`src/rtl/serial_adder_ctrl_pkg.sv`:
```
// Shared definitions for the bit-serial adder/subtractor controller:
// FSM state encodings and the default operand width.
package serial_adder_ctrl_pkg;

  localparam int DEFAULT_WIDTH = 8;

  typedef enum logic [1:0] {
    S_IDLE = 2'd0,
    S_RUN  = 2'd1,
    S_DONE = 2'd2
  } state_t;

endpackage

```
`src/rtl/serial_adder_ctrl_if.sv`:
```
// Operation request/response bundle between the ALU front end (master)
// and the serial adder controller (slave).
interface serial_adder_ctrl_if
  import serial_adder_ctrl_pkg::*;
#(
  parameter int WIDTH = DEFAULT_WIDTH
);

  logic             start;
  logic             sub;
  logic [WIDTH-1:0] a;
  logic [WIDTH-1:0] b;
  logic             cin;
  logic             busy;
  logic             done;
  logic [WIDTH-1:0] sum;
  logic             cout;

  modport master (
    output start, sub, a, b, cin,
    input  busy, done, sum, cout
  );

  modport slave (
    input  start, sub, a, b, cin,
    output busy, done, sum, cout
  );

endinterface

```
`src/rtl/serial_adder_ctrl_fa.sv`:
```
// One-bit full-adder slice; the controller time-shares a single instance
// across every operand bit.
module serial_adder_ctrl_fa (
  input  logic a,
  input  logic b,
  input  logic cin,
  output logic cout,
  output logic sum
);

  assign sum  = a ^ b ^ cin;
  assign cout = (a & b) | (cin & (a ^ b));

endmodule

```
`src/rtl/serial_adder_ctrl.sv`:
```
// Bit-serial WIDTH-bit adder/subtractor: one full-adder slice, LSB first,
// sequenced IDLE -> RUN (WIDTH cycles) -> DONE with a start/busy/done handshake.
module serial_adder_ctrl
  import serial_adder_ctrl_pkg::*;
#(
  parameter int WIDTH = DEFAULT_WIDTH
) (
  input  logic                clk,
  input  logic                rst_n,
  serial_adder_ctrl_if.slave  bus
);

  localparam int CW = (WIDTH > 1) ? $clog2(WIDTH) : 1;
  localparam logic [CW-1:0] LAST = CW'(WIDTH - 1);

  state_t           state_reg, state_next;
  logic [CW-1:0]    cnt_reg, cnt_next;
  logic [WIDTH-1:0] a_sr_reg, a_sr_next;
  logic [WIDTH-1:0] b_sr_reg, b_sr_next;
  logic [WIDTH-1:0] sum_sr_reg, sum_sr_next;
  logic             carry_reg, carry_next;
  logic [WIDTH-1:0] sum_reg, sum_next;
  logic             cout_reg, cout_next;

  logic fa_sum;
  logic fa_cout;

  serial_adder_ctrl_fa u_fa (
    .a    (a_sr_reg[0]),
    .b    (b_sr_reg[0]),
    .cin  (carry_reg),
    .cout (fa_cout),
    .sum  (fa_sum)
  );

  always_ff @(posedge clk or negedge rst_n) begin
    if (!rst_n) begin
      state_reg  <= S_IDLE;
      cnt_reg    <= '0;
      a_sr_reg   <= '0;
      b_sr_reg   <= '0;
      sum_sr_reg <= '0;
      carry_reg  <= 1'b0;
      sum_reg    <= '0;
      cout_reg   <= 1'b0;
    end else begin
      state_reg  <= state_next;
      cnt_reg    <= cnt_next;
      a_sr_reg   <= a_sr_next;
      b_sr_reg   <= b_sr_next;
      sum_sr_reg <= sum_sr_next;
      carry_reg  <= carry_next;
      sum_reg    <= sum_next;
      cout_reg   <= cout_next;
    end
  end

  always_comb begin
    state_next  = state_reg;
    cnt_next    = cnt_reg;
    a_sr_next   = a_sr_reg;
    b_sr_next   = b_sr_reg;
    sum_sr_next = sum_sr_reg;
    carry_next  = carry_reg;
    sum_next    = sum_reg;
    cout_next   = cout_reg;

    case (state_reg)
      S_IDLE: begin
        if (bus.start) begin
          // Subtraction is a + ~b + 1, so the carry-in is forced high.
          a_sr_next  = bus.a;
          b_sr_next  = bus.sub ? ~bus.b : bus.b;
          carry_next = bus.sub | bus.cin;
          cnt_next   = '0;
          state_next = S_RUN;
        end
      end
      S_RUN: begin
        if (int'(cnt_reg) >= WIDTH) begin
          state_next = S_IDLE;
        end else begin
          sum_sr_next = {fa_sum, sum_sr_reg[WIDTH-1:1]};
          a_sr_next   = a_sr_reg >> 1;
          b_sr_next   = b_sr_reg >> 1;
          carry_next  = fa_cout;
          cnt_next    = cnt_reg + CW'(1);
          if (cnt_reg == LAST) begin
            // Results are published only here so sum/cout stay stable during RUN.
            sum_next   = {fa_sum, sum_sr_reg[WIDTH-1:1]};
            cout_next  = fa_cout;
            state_next = S_DONE;
          end
        end
      end
      S_DONE: begin
        state_next = S_IDLE;
      end
      default: begin
        state_next = S_IDLE;
      end
    endcase
  end

  assign bus.busy = (state_reg == S_RUN) || (state_reg == S_DONE);
  assign bus.done = (state_reg == S_DONE);
  assign bus.sum  = sum_reg;
  assign bus.cout = cout_reg;

endmodule

```
`src/flat_wrapper.sv`:
```
// flat-port wrapper written by rule: the top's interface ports become plain ports
module serial_adder_ctrl_flat import serial_adder_ctrl_pkg::*;
#(
  parameter int WIDTH = DEFAULT_WIDTH
)
  (clk, rst_n, bus_start, bus_sub, bus_a, bus_b, bus_cin, bus_busy, bus_done, bus_sum, bus_cout);
  serial_adder_ctrl_if #(.WIDTH(WIDTH)) bus_i ();
  input  logic clk;
  input  logic rst_n;
  input wire logic [$bits(bus_i.start)-1:0] bus_start;
  input wire logic [$bits(bus_i.sub)-1:0] bus_sub;
  input wire logic [$bits(bus_i.a)-1:0] bus_a;
  input wire logic [$bits(bus_i.b)-1:0] bus_b;
  input wire logic [$bits(bus_i.cin)-1:0] bus_cin;
  output wire logic [$bits(bus_i.busy)-1:0] bus_busy;
  output wire logic [$bits(bus_i.done)-1:0] bus_done;
  output wire logic [$bits(bus_i.sum)-1:0] bus_sum;
  output wire logic [$bits(bus_i.cout)-1:0] bus_cout;
  assign bus_i.start = bus_start;
  assign bus_i.sub = bus_sub;
  assign bus_i.a = bus_a;
  assign bus_i.b = bus_b;
  assign bus_i.cin = bus_cin;
  assign bus_busy = bus_i.busy;
  assign bus_done = bus_i.done;
  assign bus_sum = bus_i.sum;
  assign bus_cout = bus_i.cout;
  serial_adder_ctrl #(.WIDTH(WIDTH)) u_core (.clk(clk), .rst_n(rst_n), .bus(bus_i));
endmodule
```
`config.mk`:
```
export PLATFORM = sky130hd
export DESIGN_NAME = serial_adder_ctrl_flat
export DESIGN_NICKNAME = d
export VERILOG_FILES = /design/src/rtl/serial_adder_ctrl_pkg.sv /design/src/rtl/serial_adder_ctrl_if.sv /design/src/rtl/serial_adder_ctrl_fa.sv /design/src/rtl/serial_adder_ctrl.sv /design/src/flat_wrapper.sv
export SDC_FILE = /design/constraint.sdc
export NUM_CORES = 1
export LEC_CHECK = 0
export CORE_UTILIZATION = 52
export DETAILED_ROUTE_END_ITERATION = 8
export HOLD_SLACK_MARGIN = 0.08
export PLACE_DENSITY_LB_ADDON = 0.08
export RECOVER_POWER = 100
export SYNTH_ARGS = -nofsm -noshare
export SYNTH_HDL_FRONTEND = slang
export SYNTH_HIERARCHICAL = 1
export SYNTH_SLANG_ARGS = --single-unit
```
`constraint.sdc`:
```
create_clock -name clk -period 1.8 [get_ports clk]
set_clock_uncertainty 0.05 [all_clocks]
set_input_delay 0.36 -clock clk [delete_from_list [all_inputs] [get_ports clk]]
set_output_delay 0.36 -clock clk [all_outputs]
set_load 0.005 [all_outputs]
```
# Word-level counts from Yosys, hierarchy flattened
# Index checks and enable logic that the tools add are counted.
[totals]
reg_bits = 39
input_bits = 21
output_inout_bits = 11
[op_classes]
addsub = 1
n_eq_ne = 5
muxes = 12
bitwise_logic = 7
reduce_logical = 6
[op_table]
columns = ["op", "n"]
rows = [
  ["8-bit one-hot mux with 2 select lines", 2],
  ["8-bit 2-to-1 mux", 3],
  ["8-bit NOT", 1],
  ["3-bit one-hot mux with 2 select lines", 1],
  ["2-bit AND reduction", 3],
  ["2-bit 2-to-1 mux", 2],
  ["2-bit one-hot mux with 2 select lines", 1],
  ["3-bit by 1-bit adder with 3-bit output (second input constant)", 1],
  ["3-bit == test (second input constant)", 1],
  ["3-bit 2-to-1 mux", 1],
  ["1-bit AND", 2],
  ["2-bit by 1-bit == test with 1-bit output (second input constant)", 1],
  ["2-bit == test (second input constant)", 1],
  ["2-bit zero test", 1],
  ["2-bit by 1-bit inequality test with 1-bit output (second input constant)", 1],
  ["2-bit inequality test (second input constant)", 1],
  ["1-bit OR", 2],
  ["1-bit one-hot mux with 2 select lines", 1],
  ["2-bit nonzero test", 1],
  ["1-bit bitwise XOR", 2],
  ["1-bit logical OR", 1],
  ["1-bit 2-to-1 mux", 1],
]

# Depth between registers and ports, before layout
[logic_depth]
depth_word = 4
depth_mapped = 6

# Cells and area by module
# Netlist, hierarchy kept.
[by_module_without_submodules]
columns = ["module", "n_inst", "cells_per_inst", "area_each_um2", "seq_area_each_um2"]
rows = [
  ["serial_adder_ctrl", 1, 141, 1778.0, 950.9],
  ["serial_adder_ctrl_fa", 1, 1, 20.0, 0.0],
]

# Worst setup path after synthesis
# Ideal clock, no wire load.
[synth_timing]
kind = "flip-flop to flip-flop"
from = "reg u_core.state_reg[0]"
to = "reg u_core.a_sr_reg[0]"
setup_ns = 0.124
arrival_ns = 1.325
required_ns = 1.626
setup_slack_ns = 0.302
stages_incl_launch_ff = 6
path_buffers = 1
path_cell_list = "dfrtp_1 inv_1 ha_1 mux2i_4 buf_2 o21ai_1"
[synth_via]
elab_chain_len = 3
[synth_rtl]
columns = ["element", "line", "rtl"]
rows = [
  ["from (decl)", "serial_adder_ctrl.sv:16", "state_t state_reg, state_next;"],
  ["from (signal assigned)", "serial_adder_ctrl.sv:47", "state_reg <= state_next;"],
  ["2-bit by 1-bit == test with 1-bit output / 2-bit zero test (equally long branches)", "serial_adder_ctrl.sv:68", "case (state_reg)"],
  ["2-bit nonzero test (no line) / 2-bit inequality test (equally long branches)", "-", ""],
  ["2-bit AND reduction (no line)", "-", ""],
  ["to (signal assigned)", "serial_adder_ctrl.sv:49", "a_sr_reg <= a_sr_next;"],
  ["to (decl)", "serial_adder_ctrl.sv:18", "logic [WIDTH-1:0] a_sr_reg, a_sr_next;"],
]
# Several ways; a longest one is shown, not always the timed one.
# A chain may end at the register's enable or synchronous reset.

# Worst setup path in the final report
[layout_timing]
from = "reg u_core.state_reg[1]"
to = "out bus_done"
[layout_via]
elab_chain_len = 1
[layout_rtl]
columns = ["element", "line", "rtl"]
rows = [
  ["2-bit == test", "serial_adder_ctrl.sv:106", "assign bus.done = (state_reg == S_DONE);"],
  ["to (decl)", "flat_wrapper.sv:16", "output wire logic [$bits(bus_i.done)-1:0] bus_done;"],
]
# Every way passes these cells.

==> summary.txt <==
setup_tns = 0 ns
Worst Hold Class = reg2reg
Final Hold Violating Endpoints = 0
WP buf/inv = 2
slowest stage delay, CP = 0.41 ns
GR Overflow Total = 0
grt met3 use = 0.07036
Relative slew margins = 0.5747
CP max-delay cell = dfrtp_1
clock tree sinks = 38
initial core utilization = 0.5657
H-tree depth = 2
Vias = 1178
die width = 60.80 µm
CP Data Required Time = 1.39 ns
total placed cells including tap cells = 218
Seq/Total Area, Yosys = 0.5289
Die Footprint = 0.003697 mm²
Reg clk slew, reported paths = 0.12 ns
net count after synthesis = 169
Slew @ Worst Pin = 0.6380 ns
commonest non-fill, non-tap cell in the layout = dfrtp_1
Tcrit/Tclk final = 0.9609
Max Cap Viol = 0
Placed Area = 0.002185 mm²
average cell area after synthesis = 12.66 µm²
final WL = 3190 µm
io pins = 32
commonest non-fill, non-tap cells in the layout = dfrtp_1, clkdlybuf4s50_1, nand2_1, o21ai_0, mux2i_1
number of vias per cell = 5.100
CP max FO = 2
first-pass GRT wire length = 5313 µm
M1 GR Usage = 0.2452
internal power = 2.397 mW
Final setup viols = 0
Layout Utilization = 0.7157
crit path capture type = primary output
sw power = 1.183 mW
status = finished clean
row count = 20
Max VDD drop = 0.7275 mV
worst skew pair latency = 0.35 ns
CP startpoint kind = register
Pleak = 1.086 nW
WS Path Type = reg2out
DP HPWL = 2260 µm
largest net degree at the start of global routing = 38
vias in the first global route = 1182
Pwr per Cell Area = 1574 mW/mm²
cell breakdown of the critical path = clkbuf_4, ha_1, dlygate4sd2_1
Post-Synthesis Cells = 142
drt pass-1 iters = 4
hold_ws = 0.4444 ns
TritonCTS Buffers = 5
Most Crowded Layer GR = met2
CP arrival = 1.32 ns
fmax = 0.5781 GHz
sequential power share = 0.401
FF+latch count, synth = 38
max-slew violations = 0
Area Growth Syn to Fin = 26.51%
deepest clock path buffer count = 2
Comb pwr share = 0.396
wire per inst = 13.81 µm
Port Buf Inserts = 31
antenna violations before repair = 0
Post-Syn Area = 0.001798 mm²
drt initial violations = 29
Tmin final = 1.730 ns
ant diodes = 0
Cell variety after synth = 24
cell family with the largest share of critical-path delay = flip-flops
clock root buffer = clkbuf_4
core region area = 0.003178 mm²
Final ANT Viol Nets = 0
clock power share = 0.203
switch share = 0.3305
TritonCTS clock tree = yes
Nets = 213
Non-Filler Instances = 231
routing usage on met2 = 0.3422
Final GP Congestion = 0.7194
GRT Overall Usage = 0.2077
proportion of layout cells with a drive suffix above 1 = 0.1283
fin area = 0.002275 mm²
DRC viols = 0
yosys warns = 6
RSZ-0062 raised after global routing = no
Die Span Y = 60.80 µm
==> cell families after synthesis <==
family,synth area share
buf+inv,0.03687
mux,0.2095
compound gates,0.07655
simple gates,0.06333
flops,0.5289
xor+xnor,0.03897
fa+ha+maj,0.04593
==> layout make-up <==
class                           count  area (µm²)
Clock buffer                        5       37.54
Clock inverter                      3       68.82
Fill cell                         258       903.4
Inverter                            4       18.77
Multi-Input combinational cell     94       735.7
Sequential cell                    38       950.9
Tap cell                           44       55.05
Timing Repair Buffer               43       407.9
==> cells in the mapped netlist <==
library cell / instances / area, µm²
a21oi_1: 4 / 20.02
a32o_1: 2 / 20.02
buf_2: 2 / 10.01
buf_4: 2 / 15.01
buf_6: 1 / 11.26
buf_8: 1 / 15.01
dfrtp_1: 38 / 950.9
fa_1: 1 / 20.02
ha_1: 5 / 62.56
inv_1: 4 / 15.01
mux2_1: 6 / 67.56
mux2_2: 1 / 11.26
mux2_4: 9 / 135.1
mux2i_1: 14 / 140.1
mux2i_4: 1 / 22.52
nand2_1: 20 / 75.07
nand2_8: 1 / 20.02
nand2b_1: 2 / 12.51
o21ai_0: 1 / 5.000
o21ai_1: 17 / 85.08
o31ai_1: 1 / 7.510
or3_1: 1 / 6.260
xnor2_1: 1 / 8.760
xor2_1: 7 / 61.31
==> worst paths after layout <==
kind	startpoint	end	slack, ns	cells past startpoint
setup reg to reg	u_core/state_reg[0]$_DFFE_PN0P_	u_core/carry_reg$_DFFE_PN0P_	0.14	6
setup / recovery	u_core/state_reg[1]$_DFFE_PN0P_	bus_done	0.07	3
hold reg to reg	u_core/a_sr_reg[1]$_DFFE_PN0P_	u_core/a_sr_reg[1]$_DFFE_PN0P_	0.44	2
hold / removal	u_core/a_sr_reg[1]$_DFFE_PN0P_	u_core/a_sr_reg[1]$_DFFE_PN0P_	0.44	2
min in group asynchronous	rst_n	u_core/bus.sum[3]$_DFFE_PN0P_	0.50	2
max in group asynchronous	rst_n	u_core/a_sr_reg[1]$_DFFE_PN0P_	0.33	3
==> per-stage QoR <==
| stage | setup WS (ns) | power [mW] |
|---|---|---|
| final | 0.07032 | 3.580 |
| after detailed placement | 0.1643 | 2.981 |
| after global routing | 0.02114 | 3.852 |
| after global placement | 0.2212 | 2.885 |
| after floorplan | 0.3016 | 2.505 |
| after CTS | 0.03600 | 3.738 |
==> worst register-to-register path, stage by stage (launching register included) <==
cell and delay, ns:
dfrtp_1 0.41, clkbuf_1 0.12, ha_2 0.24, clkbuf_2 0.19, or3_1 0.39, o21ai_0 0.08
o21ai_1 0.08
==> timing repair <==
item / in CTS / in global routing
pin swaps: 0 / 0
setup endpoints to repair: 2 / 6
hold buffers: 1 / 0
setup buffers: 2 / 2
gates resized for setup: 2 / 4
endpoints found under the hold margin: 24 / 0
==> layer usage <==
metal	wire length, µm	share of wire	vias to the layer above
met5	0	0	-
met4	55	0.017	0
met3	146	0.046	6
met2	1532	0.48	28
met1	1455	0.46	564
li1	-	-	580
==> power groups by stage <==
stage	combinational, mW	sequential, mW	clock (mW)
2_1_floorplan	1.10	1.40	0
3_3_place_gp	1.46	1.43	0
3_5_place_dp	1.52	1.46	0
4_1_cts	1.54	1.44	0.754
5_1_grt	1.58	1.48	0.787
6_report	1.42	1.43	0.727
No activity file was read; power rests on OpenSTA's default activity.
